`config.mk`:
```
export PLATFORM = sky130hd
export DESIGN_NAME = mac_sequencer
export DESIGN_NICKNAME = d
export VERILOG_FILES = /design/src/rtl/mac_seq_pkg.sv /design/src/rtl/mac_seq_agen.sv /design/src/rtl/mac_sequencer.sv
export SDC_FILE = /design/constraint.sdc
export NUM_CORES = 1
export LEC_CHECK = 0
export ABC_AREA = 1
export BUFFER_PORTS_ARGS = -buffer_cell sky130_fd_sc_hd__clkbuf_2
export CAP_MARGIN = 20
export CORE_MARGIN = 4
export CORE_UTILIZATION = 35
export CTS_BUF_LIST = sky130_fd_sc_hd__clkbuf_8
export DETAILED_ROUTE_END_ITERATION = 10
export PLACE_DENSITY = 0.68
export SLEW_MARGIN = 10
export SYNTH_ARGS = -nofsm -noshare
export SYNTH_HDL_FRONTEND = slang
export SYNTH_SLANG_ARGS = --single-unit
```
`constraint.sdc`:
```
create_clock -name clk -period 1.6 [get_ports clk]
set_input_delay 0.08 -clock clk [delete_from_list [all_inputs] [get_ports clk]]
set_output_delay 0.08 -clock clk [all_outputs]
set_load 0.005 [all_outputs]
```
`src/rtl/mac_seq_pkg.sv`:
```
// mac_seq_pkg: shared definitions for the mac operand sequencer.
//   seq_state_e : sequencer FSM states (IDLE, ISSUE, WAIT, CAPT, OUT)
//   DATA_W      : operand width of the signed int8 mac inputs
//   ACC_W       : accumulator width of the mac result
//   N_MAX       : largest matrix dimension whose worst-case dot product
//                 still fits in ACC_W signed bits
package mac_seq_pkg;

    localparam int DATA_W = 32'd8;
    localparam int ACC_W  = 32'd19;
    localparam int N_MAX  = 32'd15;

    typedef enum logic [2:0] {
        IDLE  = 3'd0,
        ISSUE = 3'd1,
        WAIT  = 3'd2,
        CAPT  = 3'd3,
        OUT   = 3'd4
    } seq_state_e;

endpackage

```
`src/rtl/mac_seq_agen.sv`:
```
// mac_seq_agen: i/j/k loop counters and operand buffer address generation.
// Addresses are registered from the next-state counter values, so they are
// valid in the same cycle as the counters they describe.
//   clk, rst_n   : clock, synchronous active-low reset
//   clr          : zero all counters (start of a run)
//   k_inc        : step k, wrapping to 0 after N-1
//   j_adv        : step j, wrapping to 0 and stepping i after N-1
//   row_idx      : current i
//   col_idx      : current j
//   k_first      : k == 0
//   k_last       : k == N-1
//   elem_last    : (i, j) == (N-1, N-1)
//   a_addr       : i*N + k
//   b_addr       : k*N + j
module mac_seq_agen
    import mac_seq_pkg::*;
#(
    parameter int N  = 32'd4,
    parameter int AW = 32'd4,
    parameter int IW = 32'd2
) (
    input  logic          clk,
    input  logic          rst_n,
    input  logic          clr,
    input  logic          k_inc,
    input  logic          j_adv,
    output logic [IW-1:0] row_idx,
    output logic [IW-1:0] col_idx,
    output logic          k_first,
    output logic          k_last,
    output logic          elem_last,
    output logic [AW-1:0] a_addr,
    output logic [AW-1:0] b_addr
);

    localparam logic [IW-1:0] LAST_IDX = IW'(N - 32'd1);
    localparam logic [IW-1:0] IDX_ONE  = IW'(32'd1);
    localparam logic [AW-1:0] N_A      = AW'(N);

    logic [IW-1:0] i_r, j_r, k_r;
    logic [IW-1:0] i_nxt_s, j_nxt_s, k_nxt_s;
    logic [AW-1:0] a_addr_r, b_addr_r;

    assign row_idx   = i_r;
    assign col_idx   = j_r;
    assign k_first   = (k_r == {IW{1'b0}});
    assign k_last    = (k_r == LAST_IDX);
    assign elem_last = (i_r == LAST_IDX) && (j_r == LAST_IDX);
    assign a_addr    = a_addr_r;
    assign b_addr    = b_addr_r;

    // Next counter values; clear has priority, k and j never step together.
    always_comb begin
        i_nxt_s = i_r;
        j_nxt_s = j_r;
        k_nxt_s = k_r;
        if (clr) begin
            i_nxt_s = {IW{1'b0}};
            j_nxt_s = {IW{1'b0}};
            k_nxt_s = {IW{1'b0}};
        end else if (k_inc) begin
            if (k_r == LAST_IDX) begin
                k_nxt_s = {IW{1'b0}};
            end else begin
                k_nxt_s = k_r + IDX_ONE;
            end
        end else if (j_adv) begin
            if (j_r == LAST_IDX) begin
                j_nxt_s = {IW{1'b0}};
                if (i_r == LAST_IDX) begin
                    i_nxt_s = {IW{1'b0}};
                end else begin
                    i_nxt_s = i_r + IDX_ONE;
                end
            end else begin
                j_nxt_s = j_r + IDX_ONE;
            end
        end else begin
            k_nxt_s = k_r;
        end
    end

    // Counter and address registers; addresses track the next counters.
    always_ff @(posedge clk) begin
        if (!rst_n) begin
            i_r      <= {IW{1'b0}};
            j_r      <= {IW{1'b0}};
            k_r      <= {IW{1'b0}};
            a_addr_r <= {AW{1'b0}};
            b_addr_r <= {AW{1'b0}};
        end else begin
            i_r      <= i_nxt_s;
            j_r      <= j_nxt_s;
            k_r      <= k_nxt_s;
            a_addr_r <= AW'(i_nxt_s) * N_A + AW'(k_nxt_s);
            b_addr_r <= AW'(k_nxt_s) * N_A + AW'(j_nxt_s);
        end
    end

endmodule

```
`src/rtl/mac_sequencer.sv`:
```
// mac_sequencer: walks two NxN int8 matrices in synchronous-read buffers,
// streams operand pairs into an external mac, and returns each C[i][j] in
// row-major order over a valid/ready port.
//   clk, rst_n            : clock, synchronous active-low reset
//   start                 : begin a run (sampled only in IDLE)
//   busy, done            : run in progress / one-cycle completion pulse
//   a_rd_addr, a_rd_data  : A buffer address (i*N+k) and data (1-cycle latency)
//   b_rd_addr, b_rd_data  : B buffer address (k*N+j) and data
//   mac_A, mac_B          : operands to the mac, zero when no pair is valid
//   mac_clear             : restart accumulation on the first term
//   mac_C                 : accumulated sum from the mac
//   res_valid, res_ready  : result handshake
//   res_data, res_row, res_col : result value and its (i, j)
module mac_sequencer
    import mac_seq_pkg::*;
#(
    parameter int N  = 32'd4,
    parameter int AW = (N * N > 32'd1) ? $clog2(N * N) : 32'd1,
    parameter int IW = (N > 32'd1) ? $clog2(N) : 32'd1
) (
    input  logic                     clk,
    input  logic                     rst_n,
    input  logic                     start,
    output logic                     busy,
    output logic                     done,
    output logic [AW-1:0]            a_rd_addr,
    input  logic signed [DATA_W-1:0] a_rd_data,
    output logic [AW-1:0]            b_rd_addr,
    input  logic signed [DATA_W-1:0] b_rd_data,
    output logic signed [DATA_W-1:0] mac_A,
    output logic signed [DATA_W-1:0] mac_B,
    output logic                     mac_clear,
    input  logic signed [ACC_W-1:0]  mac_C,
    output logic                     res_valid,
    input  logic                     res_ready,
    output logic signed [ACC_W-1:0]  res_data,
    output logic [IW-1:0]            res_row,
    output logic [IW-1:0]            res_col
);

    seq_state_e               state_r;
    logic                     busy_r, done_r;
    logic                     rd_v_r, rd_first_r;
    logic                     res_valid_r;
    logic signed [ACC_W-1:0]  res_data_r;
    logic [IW-1:0]            res_row_r, res_col_r;

    logic                     clr_s, k_inc_s, j_adv_s;
    logic [IW-1:0]            row_idx_s, col_idx_s;
    logic                     k_first_s, k_last_s, elem_last_s;

    mac_seq_agen #(
        .N  (N),
        .AW (AW),
        .IW (IW)
    ) u_agen (
        .clk       (clk),
        .rst_n     (rst_n),
        .clr       (clr_s),
        .k_inc     (k_inc_s),
        .j_adv     (j_adv_s),
        .row_idx   (row_idx_s),
        .col_idx   (col_idx_s),
        .k_first   (k_first_s),
        .k_last    (k_last_s),
        .elem_last (elem_last_s),
        .a_addr    (a_rd_addr),
        .b_addr    (b_rd_addr)
    );

    assign busy      = busy_r;
    assign done      = done_r;
    assign res_valid = res_valid_r;
    assign res_data  = res_data_r;
    assign res_row   = res_row_r;
    assign res_col   = res_col_r;

    // Buffer data is only forwarded in the cycle after an issue, so the mac
    // adds zero while waiting, capturing or stalled and C holds its value.
    assign mac_A     = rd_v_r ? a_rd_data : {DATA_W{1'b0}};
    assign mac_B     = rd_v_r ? b_rd_data : {DATA_W{1'b0}};
    assign mac_clear = rd_v_r & rd_first_r;

    // Counter controls decoded from the current state.
    always_comb begin
        clr_s   = 1'b0;
        k_inc_s = 1'b0;
        j_adv_s = 1'b0;
        case (state_r)
            IDLE:    clr_s   = start;
            ISSUE:   k_inc_s = 1'b1;
            OUT:     j_adv_s = res_valid_r & res_ready;
            default: clr_s   = 1'b0;
        endcase
    end

    // Sequencer FSM with registered status, operand-valid and result outputs.
    always_ff @(posedge clk) begin
        if (!rst_n) begin
            state_r     <= IDLE;
            busy_r      <= 1'b0;
            done_r      <= 1'b0;
            rd_v_r      <= 1'b0;
            rd_first_r  <= 1'b0;
            res_valid_r <= 1'b0;
            res_data_r  <= {ACC_W{1'b0}};
            res_row_r   <= {IW{1'b0}};
            res_col_r   <= {IW{1'b0}};
        end else begin
            done_r     <= 1'b0;
            rd_v_r     <= 1'b0;
            rd_first_r <= 1'b0;
            case (state_r)
                IDLE: begin
                    if (start) begin
                        busy_r  <= 1'b1;
                        state_r <= ISSUE;
                    end
                end
                ISSUE: begin
                    // Data for this address arrives next cycle, with its tag.
                    rd_v_r     <= 1'b1;
                    rd_first_r <= k_first_s;
                    if (k_last_s) begin
                        state_r <= WAIT;
                    end
                end
                WAIT: begin
                    state_r <= CAPT;
                end
                CAPT: begin
                    res_data_r  <= mac_C;
                    res_row_r   <= row_idx_s;
                    res_col_r   <= col_idx_s;
                    res_valid_r <= 1'b1;
                    state_r     <= OUT;
                end
                OUT: begin
                    if (res_valid_r && res_ready) begin
                        res_valid_r <= 1'b0;
                        if (elem_last_s) begin
                            busy_r  <= 1'b0;
                            done_r  <= 1'b1;
                            state_r <= IDLE;
                        end else begin
                            state_r <= ISSUE;
                        end
                    end
                end
                default: begin
                    busy_r      <= 1'b0;
                    res_valid_r <= 1'b0;
                    state_r     <= IDLE;
                end
            endcase
        end
    end

endmodule

```
Word-level counts from Yosys, hierarchy flattened
Index checks and enable logic that the tools add are counted.
{ "classes": {"n_addsub": 5, "n_eq_ne": 11, "mux": 29, "bitwise": 4, "reduce_logical": 11} }
{ "ops": {"columns": ["operator", "n"], "rows": [
  ["two-way mux 2 bit", 12],
  ["two-way mux 8 bit", 2],
  ["case mux 3 bit (5 select lines)", 1],
  ["two-way mux 1 bit", 9],
  ["two-way mux 3 bit", 3],
  ["adder 4 x 2 -> 4 bit", 2],
  ["!= test 2 bit (second input constant)", 4],
  ["adder 2 x 1 -> 2 bit (second input constant)", 3],
  ["equality test 2 bit (second input constant)", 3],
  ["equality test 3 x 2 -> 1 bit (second input constant)", 2],
  ["case mux 1 bit (3 select lines)", 2],
  ["AND reduction 3 bit", 2],
  ["OR reduction 3 bit", 2],
  ["AND reduction 2 bit", 2],
  ["AND reduction 4 bit", 1],
  ["equality test 3 x 1 -> 1 bit (second input constant)", 1],
  ["equality test 3 bit (second input constant)", 1],
  ["zero test 3 bit", 1],
  ["bitwise AND 1 bit", 2],
  ["logical AND 1 bit", 2],
  ["zero test 2 bit", 1],
  ["NOT 1 bit", 2]
]} }
{ "totals": {"register_bits": 45, "in_bits": 39, "wordCells": 74} }

Logic depth before layout (Yosys ltp)
{ "logic_depth": {"ltp_word": 7, "ltp_mapped": 7} }

Modules after synthesis
From an unflattened synthesis, not the netlist that was laid out.
{ "hier_totals": {"cells_unflattened": 235, "area_unflattened_um2": 1649.1} }
{ "modules_own_cells": {"columns": ["module", "n_inst", "cells_per_inst", "area_per_inst_um2", "seq_area_each_um2"], "rows": [
  ["mac_sequencer", 1, 182, 1278.7, 620.6],
  ["mac_seq_agen", 1, 53, 370.4, 120.1]
]} }

Worst setup path before layout
OpenSTA, ideal clock, no wires.
{ "synth_timing": {"path_type": "register to register", "startpoint": "register u_agen.b_addr[0] (netlist name)", "endpoint": "register busy_r (netlist: busy)", "setup_time_ns": 0.126, "t_arrival_ns": 1.001, "path_slack_ns": 0.474, "path_stages_with_launch": 7, "n_path_buf": 0, "path_cell_list": "dfxtp_1 -> ha_1 -> nand2_1 -> nand3_1 -> nand2_1 -> o21ai_0 -> a21oi_1"} }
{ "synth_lines": {"columns": ["element", "line_no", "rtl"], "rows": [
  ["end signal: assignment", "mac_sequencer.sv:101", "busy_r <= 1'b0;"],
  ["end signal: assignment", "mac_sequencer.sv:116", "busy_r <= 1'b1;"],
  ["end signal: assignment", "mac_sequencer.sv:142", "busy_r <= 1'b0;"],
  ["end: declaration", "mac_sequencer.sv:42", "logic busy_r, done_r;"]
]} }

==> results summary <==
The flow ran to the end, and the final reports show no timing, DRC or antenna violations. STA classifies the critical path startpoint as a register. The area of all sequential standard cells is 741 µm².

For the worst setup path, the data arrival time is 1.47 ns. The root buffer cell chosen for the clock tree is clkbuf_8. In this run the top signal layer used is met4. The number of buffers inserted by post-CTS setup repair came out at 0. The vertical die dimension came out at 75.1 µm. The maximum clock path buffer count is 2.

The number of hold violations in the final report came out at 0. Counting instances in the post-synthesis netlist gives the leading cell types as nor2_1, dfxtp_1, nand2_1. The number of gates resized after cts came out at 0. The clock period minus worst slack is 1.30 ns. STA classifies the critical path endpoint as a register. The switching power of the nets came out at 797 µW.

The final count of pins violating max slew was 0. The area enclosed by the die boundary is 0.00565 mm². For this design the static power due to leakage is 0.00123 µW. The worst hold path terminates at res_data[12]. Setup repair after global routing left no endpoint under its margin.

The initial antenna violation count is 0. Setup violations remaining at the end of the flow were counted as 0. The remaining antenna violation count is 0. The proportion of synthesized flip-flops having asynchronous set or reset came out at 0.

Entering global routing, the biggest net connects 26 pins. The HPWL after detailed placement is 2950 µm. At the pin with the least slew margin, the transition time is 0.484 ns.

In this run the worst hold path is classified as in2reg. The placeable core area is 0.00435 mm². By area the synthesized netlist is led by dfxtp_1, nor2_1, o21ai_0.

The number of maximum-capacitance constraint violations came out at 0. Power spread over the standard cell area amounts to 1210 mW/mm². The hold buffer count at CTS is 0. The clock edge transition at the registers on the reported setup and hold paths is 0.07 ns. The number of filler instances in the final layout is 434.

The last weighted congestion value of the routability-driven placer is 0.871. From synthesis to final layout, the design area changed by 36.3%. Along the worst hold path, the cell count comes to 3. The total power of the final layout came out at 2610 µW. The met2 layer wire length in the routed design came out at 1750 µm. The TritonCTS sink count came out at 37.

The highest achievable clock rate came out at 0.767 GHz. The clock latency at the later pin of the worst-skew pair is 0.29 ns. The cell accounting for the most synthesized area is dfxtp_1. nor2_1 is the most common cell in the netlist. The total of warnings raised by yosys is 0. The number of standard-cell rows in the floorplan came out at 24.

The share of total power dissipated in the clock network is 0.318. The post-route clock skew came out at 0.00391 ns. The worst register-to-register path ends at busy. The sum of negative setup slack came out at 0 ns. The per-instance average area after synthesis is 7.30 µm². The number of design rule violations left after detail routing is 0. The starting utilization of the core area came out at 0.362. The die is 75.1 µm wide. Summed over all layers, the global routing overflow is 0. The via count of the first global-routing pass came out at 1501. The summed instance area of the synthesized netlist came out at 0.00158 mm².

The worst setup slack for register-to-register paths is 0.30 ns. The wire length of the first global-routing pass came out at 6420 µm. The most used flip-flop cell after synthesis is dfxtp_1. Hold timing on the final database bottoms out at a slack of 0.00982 ns. Pin placement for this block handled 90 I/O pins.

Of all nets on the critical path, the largest fanout is 5. The ratio of final minimum period to clock period came out at 0.814. The synthesized design contains 0 enable-type register cells. The multi-input logic area is 659 µm².

The wire length per cell after detailed routing is 11.3 µm. The switching share of power is 0.305. The sequential power share came out at 0.442. The internal power is 1810 µW. The worst hold path begins at mac_C[12]. Across every metal layer, demand over resource in global routing totals 0.147. The total length of routed wires is 4020 µm. The total of buffers placed on input and output ports is 89.

The sequential cell area fraction in the yosys report is 0.469. The worst register-to-register path begins at u_agen.b_addr[0]. The final standard cell utilization of the core came out at 0.494. The area share of the largest cell type after synthesis is 0.469. The worst setup path is of the reg2reg kind. The first-iteration detailed-routing DRC count is 57. The wire length on met1 came out at 1650 µm. The relative slew slack is 0.677.

0 antenna diodes ended up in the layout. The vias after detailed routing came out at 1644. The net count after synthesis came out at 259.

The share of post-route cells with drive strength above 1 came out at 0.354. The required time of the critical path came out at 1.76 ns. The H-tree was split into 2 levels. The gate count of the mapped netlist came out at 216.

The largest voltage drop on the vdd net came out at 0.748 mV. TritonCTS built the clock tree. The detailed-router iteration count before antenna repair came out at 4. The number of nets in the layout is 347. The number of flip-flops and latches in the synthesized netlist came out at 37. The TritonCTS buffer count is 5. The worst register-to-register path has a depth of 6. The share of power burned in combinational logic is 0.241. The mean number of vias per cell came out at 4.61. The count of unique library cells instantiated by Yosys came out at 21. Detailed routing placed a total of 544 µm of wire on met3.
## layout by cell type, fill, tap and decap left out
master,count
dfxtp_1,37
nor2_1,47
ha_1,4
nor3_1,1
o21ai_1,2
nand2_1,33
nor2_4,2
a21oi_1,11
clkbuf_8,6
o21ai_0,26
clkbuf_2,89
inv_2,2
buf_4,2
inv_1,28
nand3_1,6
nor2_2,2
nand4_1,1
nand2_2,2
nor3b_1,1
bufinv_16,1
a21oi_2,2
## registers in the layout (all words and copies together) (netlist names)
register	flops
busy	1
rd_first_r	1
res_row	2
res_valid	1
u_agen.b_addr	3
done	1
res_col	2
res_data	19
rd_v_r	1
u_agen.a_addr	3
state_r	3
## worst max-delay path by stage
stage	start	to	slack [ns]
floorplan	u_agen.b_addr[0]	busy	0.47
global placement	u_agen.b_addr[0]	busy	0.29
detailed placement	u_agen.b_addr[0]	busy	0.33
CTS	rd_v_r	mac_B[4]	0.29
global route	rd_v_r	mac_B[4]	0.19
finish	u_agen.b_addr[0]	busy	0.30
## through the flow
| step | std cells | cell area (µm²) | worst slack [ns] |
|---|---|---|---|
| after global placement | 349 | 2030 | 0.292 |
| after global routing | 357 | 2150 | 0.188 |
| after CTS | 357 | 2150 | 0.289 |
| final | 357 | 2150 | 0.297 |
| after floorplan | 216 | 1580 | 0.474 |
| after detailed placement | 349 | 2030 | 0.335 |
## power by group through the flow
stage	Sequential, µW	Clock (µW)	Combinational, µW
after floorplan	1140	0	412
after global placement	1170	0	627
after detailed placement	1170	0	632
after CTS	1150	856	634
after global routing	1180	876	731
final	1150	829	628
## worst max-delay path: stages, from the launching register on
cell and delay (ns):
dfxtp_1 0.41, ha_1 0.24, nand2_1 0.10, nand3_1 0.11
nand2_1 0.05, o21ai_0 0.18, a21oi_1 0.10
## layout make-up
| class | count | share of cell area |
|---|---|---|
| Sequential cell | 37 | 0.344 |
| Multi-Input combinational cell | 140 | 0.307 |
| Timing Repair Buffer | 91 | 0.214 |
| Inverter | 29 | 0.0506 |
| Clock buffer | 6 | 0.0384 |
| Tap cell | 52 | 0.0303 |
| Clock inverter | 2 | 0.0157 |
## logic make-up (layout without fill, tap and decap cells)
group	count (synthesis)	count (layout)	synth area share
AOI/OAI and AO/OA	41	41	0.135
adders and majority gates	4	4	0.0317
buffers and inverters	39	128	0.113
DFF	37	37	0.469
and+or+nand+nor	95	95	0.251
## routing by layer
layer  vias up  GRT usage
met5         -          0
met4         0     0.0621
met3         6     0.0574
met2        82      0.248
met1       714      0.167
li1        842          -
Power figures use the tool's default switching activity.
